==> config.mk <==
export PLATFORM = sky130hd
export DESIGN_NAME = ir_queue
export DESIGN_NICKNAME = d
export VERILOG_FILES = /design/src/rtl/ir_queue.sv
export SDC_FILE = /design/constraint.sdc
export NUM_CORES = 1
export LEC_CHECK = 0
export CAP_MARGIN = 5
export CORE_MARGIN = 2
export CORE_UTILIZATION = 48
export CTS_CLUSTER_DIAMETER = 100
export DETAILED_ROUTE_END_ITERATION = 10
export GPL_TIMING_DRIVEN = 0
export PLACE_DENSITY = 0.76
export SYNTH_ARGS = -nofsm -noshare
export SYNTH_HDL_FRONTEND = slang
export SYNTH_SLANG_ARGS = --single-unit
==> constraint.sdc <==
create_clock -name clk -period 2.42 [get_ports clk]
set_input_delay 0.484 -clock clk [delete_from_list [all_inputs] [get_ports clk]]
set_output_delay 0.484 -clock clk [all_outputs]
set_load 0.005 [all_outputs]
==> src/rtl/ir_queue.sv <==
// Instruction register with a DEPTH-entry prefetch FIFO in front of it.
// Fetch pushes words via valid/ready; IRWr moves the head word into IRout.
module ir_queue #(
    parameter int              WIDTH = 32,
    parameter int              DEPTH = 4,
    parameter logic [WIDTH-1:0] NOP  = '0
) (
    input  logic                       clk,
    input  logic                       rst,
    input  logic                       in_valid,
    input  logic [WIDTH-1:0]           in_data,
    output logic                       in_ready,
    input  logic                       IRWr,
    input  logic                       flush,
    output logic [WIDTH-1:0]           IRout,
    output logic                       ir_valid,
    output logic                       stall,
    output logic [5:0]                 opcode,
    output logic [4:0]                 rs,
    output logic [4:0]                 rt,
    output logic [4:0]                 rd,
    output logic [5:0]                 funct,
    output logic [15:0]                imm,
    output logic [$clog2(DEPTH+1)-1:0] count
);

    localparam int PW = $clog2(DEPTH);
    localparam int CW = $clog2(DEPTH+1);

    logic [WIDTH-1:0] mem_q [DEPTH];
    logic [PW-1:0]    wr_ptr_q, wr_ptr_d;
    logic [PW-1:0]    rd_ptr_q, rd_ptr_d;
    logic [CW-1:0]    count_q, count_d;
    logic [WIDTH-1:0] ir_q, ir_d;
    logic             ir_valid_q, ir_valid_d;

    logic empty, full, store, pop, bypass;

    assign empty    = (count_q == '0);
    assign full     = (count_q == CW'(DEPTH));
    assign in_ready = !full;

    // A bypassed word goes straight to IRout, so it must not also be stored.
    assign bypass = IRWr && empty && in_valid && !flush;
    assign pop    = IRWr && !empty && !flush;
    assign store  = in_valid && in_ready && !bypass && !flush;
    assign stall  = IRWr && empty && !in_valid && !flush;

    always_comb begin
        wr_ptr_d   = wr_ptr_q;
        rd_ptr_d   = rd_ptr_q;
        count_d    = count_q;
        ir_d       = ir_q;
        ir_valid_d = ir_valid_q;
        if (flush) begin
            ir_d       = NOP;
            ir_valid_d = 1'b0;
            count_d    = '0;
            rd_ptr_d   = wr_ptr_q;
        end else begin
            if (store) begin
                wr_ptr_d = wr_ptr_q + 1'b1;
            end
            if (pop) begin
                ir_d       = mem_q[rd_ptr_q];
                ir_valid_d = 1'b1;
                rd_ptr_d   = rd_ptr_q + 1'b1;
            end else if (bypass) begin
                ir_d       = in_data;
                ir_valid_d = 1'b1;
            end else if (IRWr) begin
                ir_valid_d = 1'b0;
            end
            count_d = count_q + CW'(store) - CW'(pop);
        end
    end

    always_ff @(posedge clk or posedge rst) begin
        if (rst) begin
            wr_ptr_q   <= '0;
            rd_ptr_q   <= '0;
            count_q    <= '0;
            ir_q       <= NOP;
            ir_valid_q <= 1'b0;
        end else begin
            wr_ptr_q   <= wr_ptr_d;
            rd_ptr_q   <= rd_ptr_d;
            count_q    <= count_d;
            ir_q       <= ir_d;
            ir_valid_q <= ir_valid_d;
        end
    end

    // Queue storage needs no reset; occupancy is tracked by count alone.
    always_ff @(posedge clk) begin
        if (store) begin
            mem_q[wr_ptr_q] <= in_data;
        end
    end

    assign IRout    = ir_q;
    assign ir_valid = ir_valid_q;
    assign count    = count_q;
    assign opcode   = ir_q[31:26];
    assign rs       = ir_q[25:21];
    assign rt       = ir_q[20:16];
    assign rd       = ir_q[15:11];
    assign funct    = ir_q[5:0];
    assign imm      = ir_q[15:0];

endmodule
==> parameters.txt, run 1 <==
Parameter                              Value

Logic synthesis
  Yosys synthesis warning count ... 0
  Most used flip-flop cell after synthesis ... sky130_fd_sc_hd__edfxtp_1
  Biggest area contributors in the synthesized netlist ... sky130_fd_sc_hd__edfxtp_1, sky130_fd_sc_hd__dfrtp_1, sky130_fd_sc_hd__mux4_2
  Main combinational cell family by area after synthesis ... multiplexers
  Simple-gate share of the synthesized area ... 0.0565
  Commonest cells in the netlist ... sky130_fd_sc_hd__edfxtp_1, sky130_fd_sc_hd__nand2_1, sky130_fd_sc_hd__buf_4
  Register bit total from synthesis ... 168
  Async S/R FF share, synth ... 0.238
  Instance count of the mapped netlist ... 440
  Most used standard cell by instance count after synthesis ... sky130_fd_sc_hd__edfxtp_1
  Dominant cell type by area after synthesis ... sky130_fd_sc_hd__edfxtp_1
  Adder and majority gate portion of the synthesized area ... 0.0135
  Number of unique standard cell types used by synthesis ... 33
  Synthesized area per cell ... 16.0 um^2
  Top cell type's share of synthesized area ... 0.547
  Synthesized area ... 0.00703 mm^2
  EDFF count, synth ... 128
  Compound-Gate Fraction of Synth Area ... 0.0586
  Proportion of synthesized chip area in sequential cells ... 0.690
  Net count of the mapped netlist ... 484
  Share of cell area taken by muxes after synthesis ... 0.104
  Xor/xnor cell area share of the yosys netlist ... 0.00623

Clock network
  Clock Pin Slew Worst Setup and Hold Paths ... 60 ps
  TritonCTS Buffers ... 17
  Insertion delay of the later-clocked pin in the worst-skew pair ... 430 ps
  Post-cts hold buffer count ... 0
  Clock Sinks ... 168
  CTS H-Tree Depth ... 4
  Number of buffers between clock root and the deepest sink ... 2
  CTS tree ... yes
  Clock root buffer ... sky130_fd_sc_hd__clkbuf_16

Floorplan
  I/O pin cnt ... 118
  Die Width ... 125 um
  Core region area ... 0.0144 mm^2
  Area enclosed by the die boundary ... 0.0156 mm^2
  Starting density of the core ... 0.487
  Die extent in y ... 125 um
  Count of standard-cell rows ... 44

Critical path
  Start-to-end type of the worst setup path ... flop to flop
  Total stage count of the critical path ... 11
  CP Data Required Time ... 2710 ps
  Crit-path cells ... or3_4, nand2_4, inv_8, ha_4, inv_2, ha_2, inv_1, fa_2, xor2_2, xnor2_1, nor2_1
  Type of element launching the critical path ... flop
  Worst EP arrival ... 2800 ps
  Startpoint of the lowest-slack register-to-register path ... count[1]
  Critical path launch point ... count[1]
  Crit Path Max Fanout ... 4
  Library cell contributing the largest single delay on the critical path ... sky130_fd_sc_hd__dfrtp_2
  Largest stage delay, worst path ... 440 ps
  Kind of cell adding the most delay to the critical path ... adder cells
  Depth of the most critical reg-to-reg path ... 11
  Crit end category ... flop
  Buf/Inv on CP ... 3

Drt
  Via count of the routed design ... 4,253
  Routed via count divided by cell count ... 5.43
  DRC viols ... 0
  Final wirelength ... 15,300 um
  Remaining antenna violation count after routing ... 0
  Routed wirelength normalized by instance count ... 19.5 um
  Starting DRC count in detailed routing ... 376
  1st-pass router iterations ... 7

Flow run
  Max-cap violation count ... 0

Final layout
  Fin cells ... 783
  Layout cells sized above 1 ... 0.260
  Fill cell count ... 1,005
  Layout-stage area growth over the synthesis result ... 31.4%
  Post-layout nets ... 630
  Number of antenna cells inserted ... 0

Power
  Total power divided by cell area ... 1100 mW/mm^2
  Total Power Consumption ... 10.2 mW
  VDD IR max ... 0.706 mV
  Leakage power total ... 3.51 nW

Timing
  Post-layout worst setup margin ... -91.6 ps
  Unrepaired setup endpoints after global routing ... yes
  Number of hold-slack violations in the final timing report ... 0
  Worst rel slew slack ... 0.392
  Worst Max-Slew Pin Slew ... 913 ps
  Post-route minimum period ... 2510 ps
  Number of pins exceeding their max-slew limit in the final report ... 0
  Upper clock frequency limit ... 0.398 GHz
  Fraction of the cycle the final worst path needs ... 1.04
  Setup-violating endpoint count in the final report ... 1
  Clock Skews ... 7.42 ps

Global routing
  Global-route wire length before repair ... 23,300 um
  Initial antenna violation count ... 0
  Largest net degree at the start of global routing ... 33
  GRT Residual Overflow ... 0
  Number of global-route vias before repair ... 4,325
  GRT Overall Usage ... 0.199

Status
  Failing checks ... negative setup slack
  Status ... complete, but fails checks

Placement
  Total placed cells including tap cells ... 740
  Count of input and output buffers ... 115
  Final weighted congestion of routability-driven global placement ... 0.794
  Detail Placement HPWL ... 9380 um

Hold path
  Path type of the worst min-delay path ... input port to asynchronous set/reset pin
==> worst register-to-register path, stage by stage (launching register included) <==
cell and delay [ps]:
sky130_fd_sc_hd__dfrtp_2 440, sky130_fd_sc_hd__or3_4 430, sky130_fd_sc_hd__nand2_4 110, sky130_fd_sc_hd__inv_8 40
sky130_fd_sc_hd__ha_4 230, sky130_fd_sc_hd__inv_2 50, sky130_fd_sc_hd__ha_2 150, sky130_fd_sc_hd__inv_1 50
sky130_fd_sc_hd__fa_2 380, sky130_fd_sc_hd__xor2_2 180, sky130_fd_sc_hd__xnor2_1 230, sky130_fd_sc_hd__nor2_1 80
==> metal layers <==
| layer | track usage | wire [um] |
|---|---|---|
| met3 | 0.0402 | 913 |
| met4 | 0.100 | 416 |
| met5 | 0 | 0 |
| met2 | 0.341 | 8080 |
| met1 | 0.241 | 5860 |
==> power by group <==
part,total (mW),switching [mW],internal [mW],leakage [nW]
Combinational,3.36,1.38,1.99,1.52
Sequential,3.78,0.256,3.52,1.67
Clock,3.01,1.05,1.96,0.317
==> layout make-up <==
| type | count | area, um^2 | area share |
|---|---|---|---|
| clock buffers | 23 | 458 | 0.0496 |
| flip-flops and latches | 168 | 4850 | 0.525 |
| plain buffers | 65 | 477 | 0.0516 |
| inverters | 8 | 37.5 | 0.00407 |
| multi-input cells | 198 | 1720 | 0.187 |
| clock inverters | 9 | 198 | 0.0214 |
| repair buffers | 128 | 1260 | 0.137 |
| well taps | 184 | 230 | 0.0249 |
==> cells in the final DEF (no fill, tap or decap), types with 2 or more instances in the layout <==
cell                              instances
sky130_fd_sc_hd__a21oi_1                 16
sky130_fd_sc_hd__xor2_1                   2
sky130_fd_sc_hd__inv_2                    4
sky130_fd_sc_hd__o21ai_0                 14
sky130_fd_sc_hd__dfrtp_1                 37
sky130_fd_sc_hd__edfxtp_1               128
sky130_fd_sc_hd__dfrtp_2                  3
sky130_fd_sc_hd__and2_2                   4
sky130_fd_sc_hd__clkbuf_16               17
sky130_fd_sc_hd__buf_6                    6
sky130_fd_sc_hd__xnor2_1                  2
sky130_fd_sc_hd__ha_1                     4
sky130_fd_sc_hd__mux4_2                  32
sky130_fd_sc_hd__nand2_1                 52
sky130_fd_sc_hd__bufinv_16                6
sky130_fd_sc_hd__buf_2                    6
sky130_fd_sc_hd__nor2_1                  21
sky130_fd_sc_hd__a211oi_1                 4
sky130_fd_sc_hd__inv_1                    3
sky130_fd_sc_hd__clkdlybuf4s50_1        113
sky130_fd_sc_hd__a22oi_1                 16
sky130_fd_sc_hd__buf_4                   59
sky130_fd_sc_hd__clkbuf_1                10
sky130_fd_sc_hd__a21o_1                  13
==> what timing repair did <==
action                     CTS  global route
pin swaps                    6             3
setup endpoints to repair    3             2
setup buffers               10             2
resized for setup           14             3
==> registers in the layout, indices dropped and copies added, names as in the netlist <==
register,flops
wr_ptr_q,2
count,3
mem_q,128
rd_ptr_q,2
ir_valid,1
IRout,32
==> logic make-up (layout without fill, tap and decap cells) <==
logic type / count (synthesis) / in the layout
muxes: 33 / 33
AOI/OAI and AO/OA: 65 / 65
adders and majority gates: 7 / 7
buffers and inverters: 74 / 233
and+or+nand+nor: 88 / 88
DFF: 168 / 168
xor gates and xnor gates: 5 / 5
==> through the flow <==
step                hold WS [ps]  worst slack (ps)   util  area, um^2  TNS (ps)
floorplan                    482             0.249      -        7050         0
global placement             475              -909  0.584        8430   -117240
detailed placement           491              -535  0.586        8450    -46030
CTS                          370              19.3  0.639        9210         0
global route                 413              -138  0.640        9230      -138
finish                       364             -91.6  0.640        9230     -91.6
==> worst paths after layout <==
check / endpoint / slack [ps]
hold reg to reg: IRout[19] / 500
hold / removal: IRout[6] / 360
setup / recovery: count[2] / -90
setup reg to reg: count[2] / -90
min in group clk: IRout[24] / 500
max in group asynchronous: count[1] / 1570
Power figures use the tool's default switching activity.
==> run 2: changes to the inputs <==
--- a/config.mk
+++ b/config.mk
@@ -9,6 +9,7 @@
 export CORE_MARGIN = 2
 export CORE_UTILIZATION = 48
 export CTS_CLUSTER_DIAMETER = 100
+export CTS_CLUSTER_SIZE = 28
 export DETAILED_ROUTE_END_ITERATION = 10
 export GPL_TIMING_DRIVEN = 0
 export PLACE_DENSITY = 0.76
==> results of run 2 <==
Same layout as run 1: the final DEF is identical, and so are final timing and power.
